### config.mk
export PLATFORM = sky130hd
export DESIGN_NAME = matrix_frame_seq
export DESIGN_NICKNAME = d
export VERILOG_FILES = /design/src/rtl/matrix_frame_seq.sv
export SDC_FILE = /design/constraint.sdc
export NUM_CORES = 1
export LEC_CHECK = 0
export ABC_AREA = 1
export BUFFER_PORTS_ARGS = -buffer_cell sky130_fd_sc_hd__buf_4
export CAP_MARGIN = 30
export CORE_MARGIN = 10
export CORE_UTILIZATION = 57
export DETAILED_ROUTE_END_ITERATION = 8
export PLACE_DENSITY_LB_ADDON = 0.25
export SETUP_SLACK_MARGIN = 0.2
export SLEW_MARGIN = 20
export SYNTH_ARGS = -nofsm -noshare
export SYNTH_HDL_FRONTEND = slang
export SYNTH_SLANG_ARGS = --single-unit
### constraint.sdc
create_clock -name clk -period 2 [get_ports clk]
set_input_delay 0.2 -clock clk [delete_from_list [all_inputs] [get_ports clk]]
set_output_delay 0.2 -clock clk [all_outputs]
set_load 0.02 [all_outputs]
### src/rtl/matrix_frame_seq.sv
// ============================================================================
// Module   : matrix_frame_seq
// Function : Frame sequencer that pulls pixels from a valid/ready stream and
//            emits a gated video stream (vs/de/data) with fixed blanking for
//            the 3x3 window generator. Define MATRIX_SEQ_FLUSH_EN to append
//            one all-zero flush line after the last image line.
// Revision : 1.0 - initial release
// ============================================================================
`default_nettype none

module matrix_frame_seq #(
  parameter int DW         = 8,
  parameter int IMG_WIDTH  = 640,
  parameter int IMG_HEIGHT = 480,
  parameter int VS_LEN     = 4,
  parameter int V_BLANK    = 16,
  parameter int H_BLANK    = 16
) (
  input  logic          clk,
  input  logic          rst_n,
  input  logic          start,
  output logic          busy,
  output logic          frame_done,
  input  logic [DW-1:0] s_data,
  input  logic          s_valid,
  output logic          s_ready,
  output logic          video_vs,
  output logic          video_de,
  output logic [DW-1:0] video_data,
  output logic [10:0]   line_cnt
);

  localparam int c_CW = 11;

  localparam logic [c_CW-1:0] c_VS_LAST  = c_CW'(VS_LEN - 1);
  localparam logic [c_CW-1:0] c_VB_LAST  = c_CW'(V_BLANK - 1);
  localparam logic [c_CW-1:0] c_HB_LAST  = c_CW'(H_BLANK - 1);
  localparam logic [c_CW-1:0] c_PIX_LAST = c_CW'(IMG_WIDTH - 1);
  localparam logic [c_CW-1:0] c_ROW_LAST = c_CW'(IMG_HEIGHT - 1);

  typedef enum logic [2:0] {
    c_IDLE,
    c_VSYNC,
    c_VBLANK,
    c_ACTIVE,
    c_HBLANK,
    c_DONE
`ifdef MATRIX_SEQ_FLUSH_EN
    , c_FLUSH
`endif
  } state_t;

  state_t          r_state;
  logic [c_CW-1:0] r_cnt;
  logic [c_CW-1:0] r_pix_cnt;
  logic [c_CW-1:0] r_line_cnt;
  logic            w_xfer;
  logic            w_flush_de;

`ifdef MATRIX_SEQ_FLUSH_EN
  logic            r_flushed;
  assign w_flush_de = (r_state == c_FLUSH);
`else
  assign w_flush_de = 1'b0;
`endif

  assign s_ready  = (r_state == c_ACTIVE);
  assign w_xfer   = s_valid & s_ready;
  assign line_cnt = r_line_cnt;

  // Video outputs lag the state by one cycle, so vs/de/data share one
  // pipeline stage and can never overlap.
  always_ff @(posedge clk or negedge rst_n) begin
    if (!rst_n) begin
      r_state    <= c_IDLE;
      r_cnt      <= '0;
      r_pix_cnt  <= '0;
      r_line_cnt <= '0;
      busy       <= 1'b0;
      frame_done <= 1'b0;
      video_vs   <= 1'b0;
      video_de   <= 1'b0;
      video_data <= '0;
`ifdef MATRIX_SEQ_FLUSH_EN
      r_flushed  <= 1'b0;
`endif
    end else begin
      video_vs   <= (r_state == c_VSYNC);
      video_de   <= w_xfer | w_flush_de;
      video_data <= w_xfer ? s_data : '0;
      frame_done <= 1'b0;

      case (r_state)
        c_IDLE: begin
          if (start) begin
            r_state    <= c_VSYNC;
            busy       <= 1'b1;
            r_cnt      <= '0;
            r_pix_cnt  <= '0;
            r_line_cnt <= '0;
`ifdef MATRIX_SEQ_FLUSH_EN
            r_flushed  <= 1'b0;
`endif
          end
        end

        c_VSYNC: begin
          if (r_cnt == c_VS_LAST) begin
            r_cnt   <= '0;
            r_state <= c_VBLANK;
          end else begin
            r_cnt <= r_cnt + 1'b1;
          end
        end

        c_VBLANK: begin
          if (r_cnt == c_VB_LAST) begin
            r_cnt   <= '0;
            r_state <= c_ACTIVE;
          end else begin
            r_cnt <= r_cnt + 1'b1;
          end
        end

        c_ACTIVE: begin
          if (w_xfer) begin
            if (r_pix_cnt == c_PIX_LAST) begin
              r_pix_cnt <= '0;
              r_cnt     <= '0;
              r_state   <= c_HBLANK;
            end else begin
              r_pix_cnt <= r_pix_cnt + 1'b1;
            end
          end
        end

        c_HBLANK: begin
          if (r_cnt == c_HB_LAST) begin
            r_cnt      <= '0;
            r_line_cnt <= r_line_cnt + 1'b1;
            if (r_line_cnt < c_ROW_LAST) begin
              r_state <= c_ACTIVE;
`ifdef MATRIX_SEQ_FLUSH_EN
            end else if (!r_flushed) begin
              r_flushed <= 1'b1;
              r_state   <= c_FLUSH;
`endif
            end else begin
              r_state    <= c_DONE;
              frame_done <= 1'b1;
            end
          end else begin
            r_cnt <= r_cnt + 1'b1;
          end
        end

`ifdef MATRIX_SEQ_FLUSH_EN
        // Zero line lets the window generator emit the last image row.
        c_FLUSH: begin
          if (r_pix_cnt == c_PIX_LAST) begin
            r_pix_cnt <= '0;
            r_cnt     <= '0;
            r_state   <= c_HBLANK;
          end else begin
            r_pix_cnt <= r_pix_cnt + 1'b1;
          end
        end
`endif

        c_DONE: begin
          r_state <= c_IDLE;
          busy    <= 1'b0;
        end

        default: r_state <= c_IDLE;
      endcase
    end
  end

endmodule

`default_nettype wire
# Word level (Yosys, flattened, before mapping)
# Cells that the tools add are included.
# word_totals
regBits	48
output_inout_bits	24
elab_cells	64
# classes
addsub	3
magnitude_cmp	1
eq_ne	14
muxes	25
bitwise	1
reduce_logical	11
# ops
op	n
11-bit 2-to-1 mux	8
11-bit case mux with 2 select lines	2
11-bit case mux with 4 select lines	1
11-bit by 1-bit adder with 11-bit output (second input constant)	3
3-bit 2-to-1 mux	7
3-bit case mux with 5 select lines	1
11-bit by 10-bit == test with 1-bit output (second input constant)	1
11-bit by 2-bit == test with 1-bit output (second input constant)	1
11-bit by 4-bit == test with 1-bit output (second input constant)	1
11-bit by 9-bit less-than comparator with 1-bit output (second input constant)	1
8-bit 2-to-1 mux	1
3-bit by 2-bit == test with 1-bit output (second input constant)	2
3-bit == test (second input constant)	2
2-bit by 1-bit inequality test with 1-bit output (second input constant)	3
2-bit inequality test (second input constant)	3
3-bit AND reduction	2
6-bit AND reduction	1
2-bit nonzero test	3
1-bit 2-to-1 mux	4
4-bit AND reduction	1
4-bit nonzero test	1
3-bit by 1-bit == test with 1-bit output (second input constant)	1
3-bit logical NOT	1
1-bit case mux with 2 select lines	1
3 further kinds	3

# Logic depth before layout (Yosys ltp)
# Gate-level depths: netlist of the first run.
# depth
depth_word	4
mapped_depth	10

# Worst setup path before layout of the first run
# Ideal clock, no wire load.
# synth_timing
kind	reg2reg
startpoint	reg r_cnt[0]
endpoint	reg r_state[0]
t_arrival_ns	1.433
required_ns	1.877
setup_slack_ns	0.444
path_stages_with_launch	10
period_less_slack_ns	1.556
cell_sequence	dfrtp_1 -> ha_1 -> nand3_1 -> nor2_1 -> nand2_1 -> nand2_1 -> nand2_1 -> buf_6 -> o21ai_0 -> nand2_1
# synth_via
elab_chain_len	3
word_cells_on_any_way	6
# synth_lines
element	line_no	rtl
start: declaration	54	logic [c_CW-1:0] r_cnt;
start signal: assignment	112	r_cnt <= r_cnt + 1'b1;
start signal: assignment	121	r_cnt <= r_cnt + 1'b1;
start signal: assignment	153	r_cnt <= r_cnt + 1'b1;
11-bit by 4-bit == test with 1-bit output / 11-bit by 2-bit == test with 1-bit output (equally long branches)	117, 138, 108	
2-bit inequality test (no line) / 2-bit by 1-bit inequality test with 1-bit output (equally long branches)	-	
6-bit AND reduction (no line) (*)	-	
end signal: assignment	119	r_state <= c_ACTIVE;
end signal: assignment	142	r_state <= c_ACTIVE;
end signal: assignment	149	r_state <= c_DONE;
end: declaration	53	state_t r_state;
# Mark *: on every way between the ends. The rest lies on a longest branch, timed or not.
# A chain may end at the register's enable or synchronous reset.

# Worst setup path in the final report of the first run
# Same ends and word-level chain as after synthesis.

==> results of run 1 <==
## cell usage after synthesis (all sizes together)
library cell	number	share of area [%]
inv	50	7.1
buf	5	2.0
nor3	9	1.9
ha	3	1.4
or2	1	0.24
a21oi	9	1.8
o211ai	1	0.28
nand3	38	7.9
o21bai	1	0.28
a22oi	1	0.28
dfrtp	48	45
o21ai	29	5.5
xnor2	1	0.33
xor2	5	1.7
nand4	5	1.2
nor2	50	8.2
nand2	89	14
nand3b	2	0.57
## area by class of cell
type,instances,area [sq um]
tap,52,65.06
sequential,48,1204
clock inverter,3,42.54
fill,376,1348
timing repair buffer,38,287.8
clock buffer,5,68.82
inverter,50,187.7
multi-input combinational,244,1211
## tightest hold or removal path, stage by stage
cell and delay, ps:
buf_4 110, inv_1 40, nor2_1 30
## cells by family (layout without fill, tap and decap cells)
group / Yosys count / count (layout) / share of synthesized area (%)
compound gates: 41 / 41 / 8.196
xor+xnor: 6 / 6 / 1.990
fa+ha+maj: 3 / 3 / 1.421
buf+inv: 55 / 96 / 9.142
flops: 48 / 48 / 45.48
simple gates: 194 / 194 / 33.78
## metrics by stage
step,setup slack [ps],hold WS (ps),power [mW]
after CTS,259.0,91.45,2.888
final,322.6,101.6,2.894
after global routing,177.6,98.08,3.086
after detailed placement,164.8,251.1,2.175
after global placement,256.9,247.2,2.140
after floorplan,443.6,-95.59,1.966
## sequential cells by signal, summed over array words and instances, names as in the netlist
| signal | cells |
|---|---|
| busy | 1 |
| line_cnt | 11 |
| r_state | 3 |
| video_de | 1 |
| video_data | 8 |
| video_vs | 1 |
| r_cnt | 11 |
| frame_done | 1 |
| r_pix_cnt | 11 |
## worst max-delay path by stage
stage / from / depth (start not counted) / end / slack [ps]
final: r_cnt[0] / 9 / r_state[0] / 320
after global placement: r_cnt[0] / 9 / r_state[1] / 260
after detailed placement: r_cnt[0] / 9 / r_state[0] / 160
after floorplan: r_cnt[0] / 9 / r_state[0] / 440
after CTS: r_cnt[0] / 9 / r_state[0] / 260
after global routing: r_cnt[0] / 9 / r_state[2] / 180
## repair_timing
| action | CTS | global route |
|---|---|---|
| hold buffers | 1 | 0 |
| setup endpoints to repair | 3 | 16 |
| setup buffers | 0 | 0 |
| gates resized for setup | 1 | 8 |
| endpoints found under the hold margin | 48 | 0 |
## metal layers
metal | vias to the layer above | share of wire (%) | GRT usage, %
met5 | - | 0 | 0
li1 | 1177 | - | -
met2 | 47 | 47 | 24.87
met1 | 1054 | 46 | 17.68
met4 | 0 | 1.5 | 5.706
met3 | 11 | 5.3 | 4.178
## power by group through the flow
| stage | clock network (mW) | logic (mW) | registers, mW |
|---|---|---|---|
| finish | 0.705 | 1.00 | 1.19 |
| global route | 0.756 | 1.12 | 1.21 |
| CTS | 0.722 | 0.980 | 1.19 |
| detailed placement | 0 | 0.969 | 1.21 |
| global placement | 0 | 0.942 | 1.20 |
| floorplan | 0 | 0.752 | 1.21 |
==> impl_metrics.ini, run 1 <==
[critical_path]
required_ps = 2250
cp-end-kind = register
worstRegToRegCells = 9
crit_chain = ha_1 -> nand3_1 -> nor2_2 -> nand2_1 -> nand2_1 -> nand2_4 -> nor2_2 -> nand2_1 -> nand2_1
reg2reg_to = r_state[0]
rrSetupSlack_ps = 320
critPathSlowestCell = dfrtp_1
r2r_start = r_cnt[0]
slowest_delay_ps = 410
cp.arrival_ps = 1930
critPathKind = reg2reg
path_common_cell = nand2_1
critPathMaxFanout = 11
cp-start-kind = register
path_buf_inv = 0
cp_top_family = simple AND/OR/NAND/NOR gates

[floorplan]
die_y_um = 88.07
initial_core_util_pct = 59.84
die-area_sq_um = 7756
coreArea_sq_um = 4414
die_w_um = 88.07
pin_count = 36
rows = 24

[route]
drtIter0Drc = 126
wl_um = 5531
drt_pass1_iterations = 4
vias = 2289
routedWlPerCell_um = 12.57
drc = 0
drtAntennaViolNets = 0
vias_per_cell = 5.202

[final_layout]
diodes = 0
final_cells = 440
final_cell_mix = nand2_1 (82), dfrtp_1 (46), inv_1 (45)
nNetsFinal = 402
syn2layout_area_growth_pct = 16.11
fin_util_pct = 69.47
drive_gt1_share_pct = 18.56
design_area_sq_um = 3067
layout_commonest_cell = nand2_1

[timing]
fin_crit_sh_pct = 83.87
rsz0062_at_grt = false
worst_pin_slew_ps = 588.9
relSlewSlack_pct = 60.74
fmax_mhz = 596.2
hold_viol_final = 0
finalSetupTns_ps = 0
finalSetupViolCount = 0
slew_violations = 0
fin_crit_ps = 1677
skew_ps = 3.217

[logic_synthesis]
ys_seq_area_share_pct = 45.48
ys_warn_count = 0
yosysUniqueCellTypes = 30
syn_area_sq_um = 2641
synth_nets = 362
ys_ff_latch = 48
synth_cells = 347
postSynthAreaPerCell_sq_um = 7.612

[global_routing]
grt_usage_pct = 14.86
grt_max_degree = 49
antenna_found_initial = 0
grt_pass1_vias = 2226
grt_overflow = 0
grt_pass1_wl_um = 9542

[cts]
cts_max_level = 2
cts_num_sinks = 48
clock_tree.buffer_depth = 2
root_buffer = clkbuf_8
cts_tree = built
clk_pin_slew_worst_paths_ps = 90
cts_buffers = 5
clock_latency_ps = 300

[power]
seq_power_share_pct = 41.1
switching_power_mw = 1.128
switching_share_pct = 38.96
ir_worst_vdd_mv = 0.6644
leakage_nw = 1.519
intPower_mw = 1.767
combinationalPowerShare_pct = 34.6
power_frac_clock_pct = 24.3
power.density_nw_per_um2 = 943.8

[placement]
place_hpwl_um = 4125
place_area_sq_um = 2930
io_buffers = 35
dp.cells = 431
gp_congestion = 0.8649

[run]
cap_violations = 0

[worst_hold_path]
hold_path.class = in2reg
hp-start = s_data[1]
hold_path_depth = 3
holdPathEnd = video_data[1]

[status]
status = complete, no violations
Power figures use the tool's default switching activity.
==> run 2: changes to the inputs <==
Clock period 2 ns to 1.6 ns, I/O delays scaled along.
==> run 2 against run 1 <==
  * Core utilization up 16 points
  * Combinational power increased by 130%
  * Clock skew grew 4.5 ps
  * Global-route usage is 3.4 points higher
  * Register-to-register slack worse by 340 ps
  * Worst hold slack worse by 44 ps
  * Worst setup slack got worse by 340 ps
  * Largest cell class unchanged
  * The flow now finishes with violations (setup timing)
  * Critical endpoint is now r_cnt[2]
==> impl_metrics.ini, run 2 (synthesis results as in run 1) <==
[cts]
cts_num_sinks = 48
cts_buffers = 5
root_buffer = clkbuf_8
cts_max_level = 2
clock_latency_ps = 310
clock_tree.buffer_depth = 2
cts_tree = built
clk_pin_slew_worst_paths_ps = 90

[critical_path]
r2r_start = r_cnt[5]
rrSetupSlack_ps = -10
critPathSlowestCell = dfrtp_1
cp-start-kind = register
worstRegToRegCells = 9
cp.arrival_ps = 1810
cp-end-kind = register
slowest_delay_ps = 460
crit_chain = nor2_1 -> nand2_1 -> nor2_4 -> nand2_2 -> nand2_2 -> nand2_4 -> buf_8 -> nand2_1 -> o21ai_1
path_buf_inv = 1
cp_top_family = simple AND/OR/NAND/NOR gates
crit_path_end = r_cnt[2]
critPathKind = reg2reg
reg2reg_to = r_cnt[2]
critPathMaxFanout = 8
required_ps = 1800
startpoint = r_cnt[5]
worst-path-stages = 9

[floorplan]
coreArea_sq_um = 4414
die_w_um = 88.07
initial_core_util_pct = 59.84
pin_count = 36
die_y_um = 88.07
die-area_sq_um = 7756
rows = 24

[route]
vias = 2819
wl_um = 8826
drc = 0
vias_per_cell = 5.885
drtAntennaViolNets = 0
drtIter0Drc = 297
routedWlPerCell_um = 18.43
drt_pass1_iterations = 6

[timing]
fin_crit_sh_pct = 100.9
fin_crit_ps = 1615
fmax_mhz = 619.3
skew_ps = 7.726
worst_pin_slew_ps = 615.7
slew_violations = 0
setup_ws_ps = -14.63
finalSetupViolCount = 6
relSlewSlack_pct = 58.95
rsz0062_at_grt = true
hold_viol_final = 0

[status]
violations = setup timing
status = finished with violations

[global_routing]
grt_pass1_wl_um = 11540
grt_pass1_vias = 2503
antenna_found_initial = 0
grt_usage_pct = 18.22
grt_max_degree = 49
grt_overflow = 0

[power]
ir_worst_vdd_mv = 1.190
power.density_nw_per_um2 = 1270
leakage_nw = 1.790

[final_layout]
syn2layout_area_growth_pct = 42.21
final_cells = 479
drive_gt1_share_pct = 37.94
fin_util_pct = 85.09
final_cell_mix = nand2_1 (73), buf_4 (65), dfrtp_1 (44)
nNetsFinal = 441
layout_commonest_cell = nand2_1
diodes = 0

[placement]
place_hpwl_um = 4389
gp_congestion = 0.9064
io_buffers = 35
dp.cells = 442

[worst_hold_path]
hold_path.class = in2reg

[run]
cap_violations = 0
-- run 2: changes by cell type in the layout (fill, tap and decap cells not counted), moves of 8 or more --
cell	change
o21ai_2	+9
nand2_1	-9
nand3_2	+8
buf_4	+28
o21ai_0	-12
nand3_1	-12
-- run 2: layer usage --
layer  wire (um)  track usage (%)
met5           0                0
met4         335            5.278
met3         717            4.643
met2        4561            31.35
met1        3211            21.93
-- run 2: power by group --
group / total, mW / switching [mW] / internal, mW
logic: 2.34 / 1.39 / 0.945
clock network: 0.915 / 0.444 / 0.471
registers: 1.52 / 0.168 / 1.35
-- run 2: worst min path at each step --
| stage | from | endpoint | slack, ps | cells past startpoint |
|---|---|---|---|---|
| after floorplan | rst_n | busy | -140 | 0 |
| after global placement | rst_n | r_pix_cnt[9] | 210 | 1 |
| after global routing | s_data[3] | video_data[3] | 50 | 3 |
| after CTS | s_data[4] | video_data[4] | 60 | 3 |
| after detailed placement | rst_n | r_pix_cnt[9] | 210 | 1 |
| final | s_data[3] | video_data[3] | 60 | 3 |
-- run 2: final cells by class --
| class | count | area [sq um] |
|---|---|---|
| Timing Repair Buffer | 76 | 631.9 |
| Clock buffer | 5 | 68.82 |
| Tap cell | 52 | 65.06 |
| Clock inverter | 3 | 47.55 |
| Fill cell | 217 | 658.1 |
| Inverter | 50 | 205.2 |
| Multi-Input combinational cell | 245 | 1531 |
| Sequential cell | 48 | 1206 |
-- run 2: through the flow --
stage	hold WS (ps)	TNS, ps	worst slack, ps	total power, mW	area (sq um)
after global placement	206.7	0	28.68	2.823	3038
after detailed placement	212.6	-23.35	-13.01	2.863	3038
after floorplan	-135.6	0	136.0	2.503	2666
final	57.97	-48.13	-14.63	4.771	3756
after CTS	57.04	0	136.8	4.180	3415
after global routing	51.93	-830.4	-82.47	4.981	3756
-- run 2: worst register-to-register path: cells and delay by family, from the launching register on --
kind / cells / cell delay (ps)
DFF: 1 / 460
AOI/OAI and AO/OA: 1 / 70
and+or+nand+nor: 7 / 850
buffers and inverters: 1 / 150
-- run 2: timing repair --
| action | 4_1_cts | 5_1_grt |
|---|---|---|
| pin swaps | 12 | 29 |
| hold buffers | 1 | 0 |
| gates cloned | 1 | 0 |
| gates resized for setup | 27 | 66 |
| setup endpoints to repair | 37 | 38 |
| endpoints found under the hold margin | 48 | 0 |
| setup buffers | 17 | 10 |
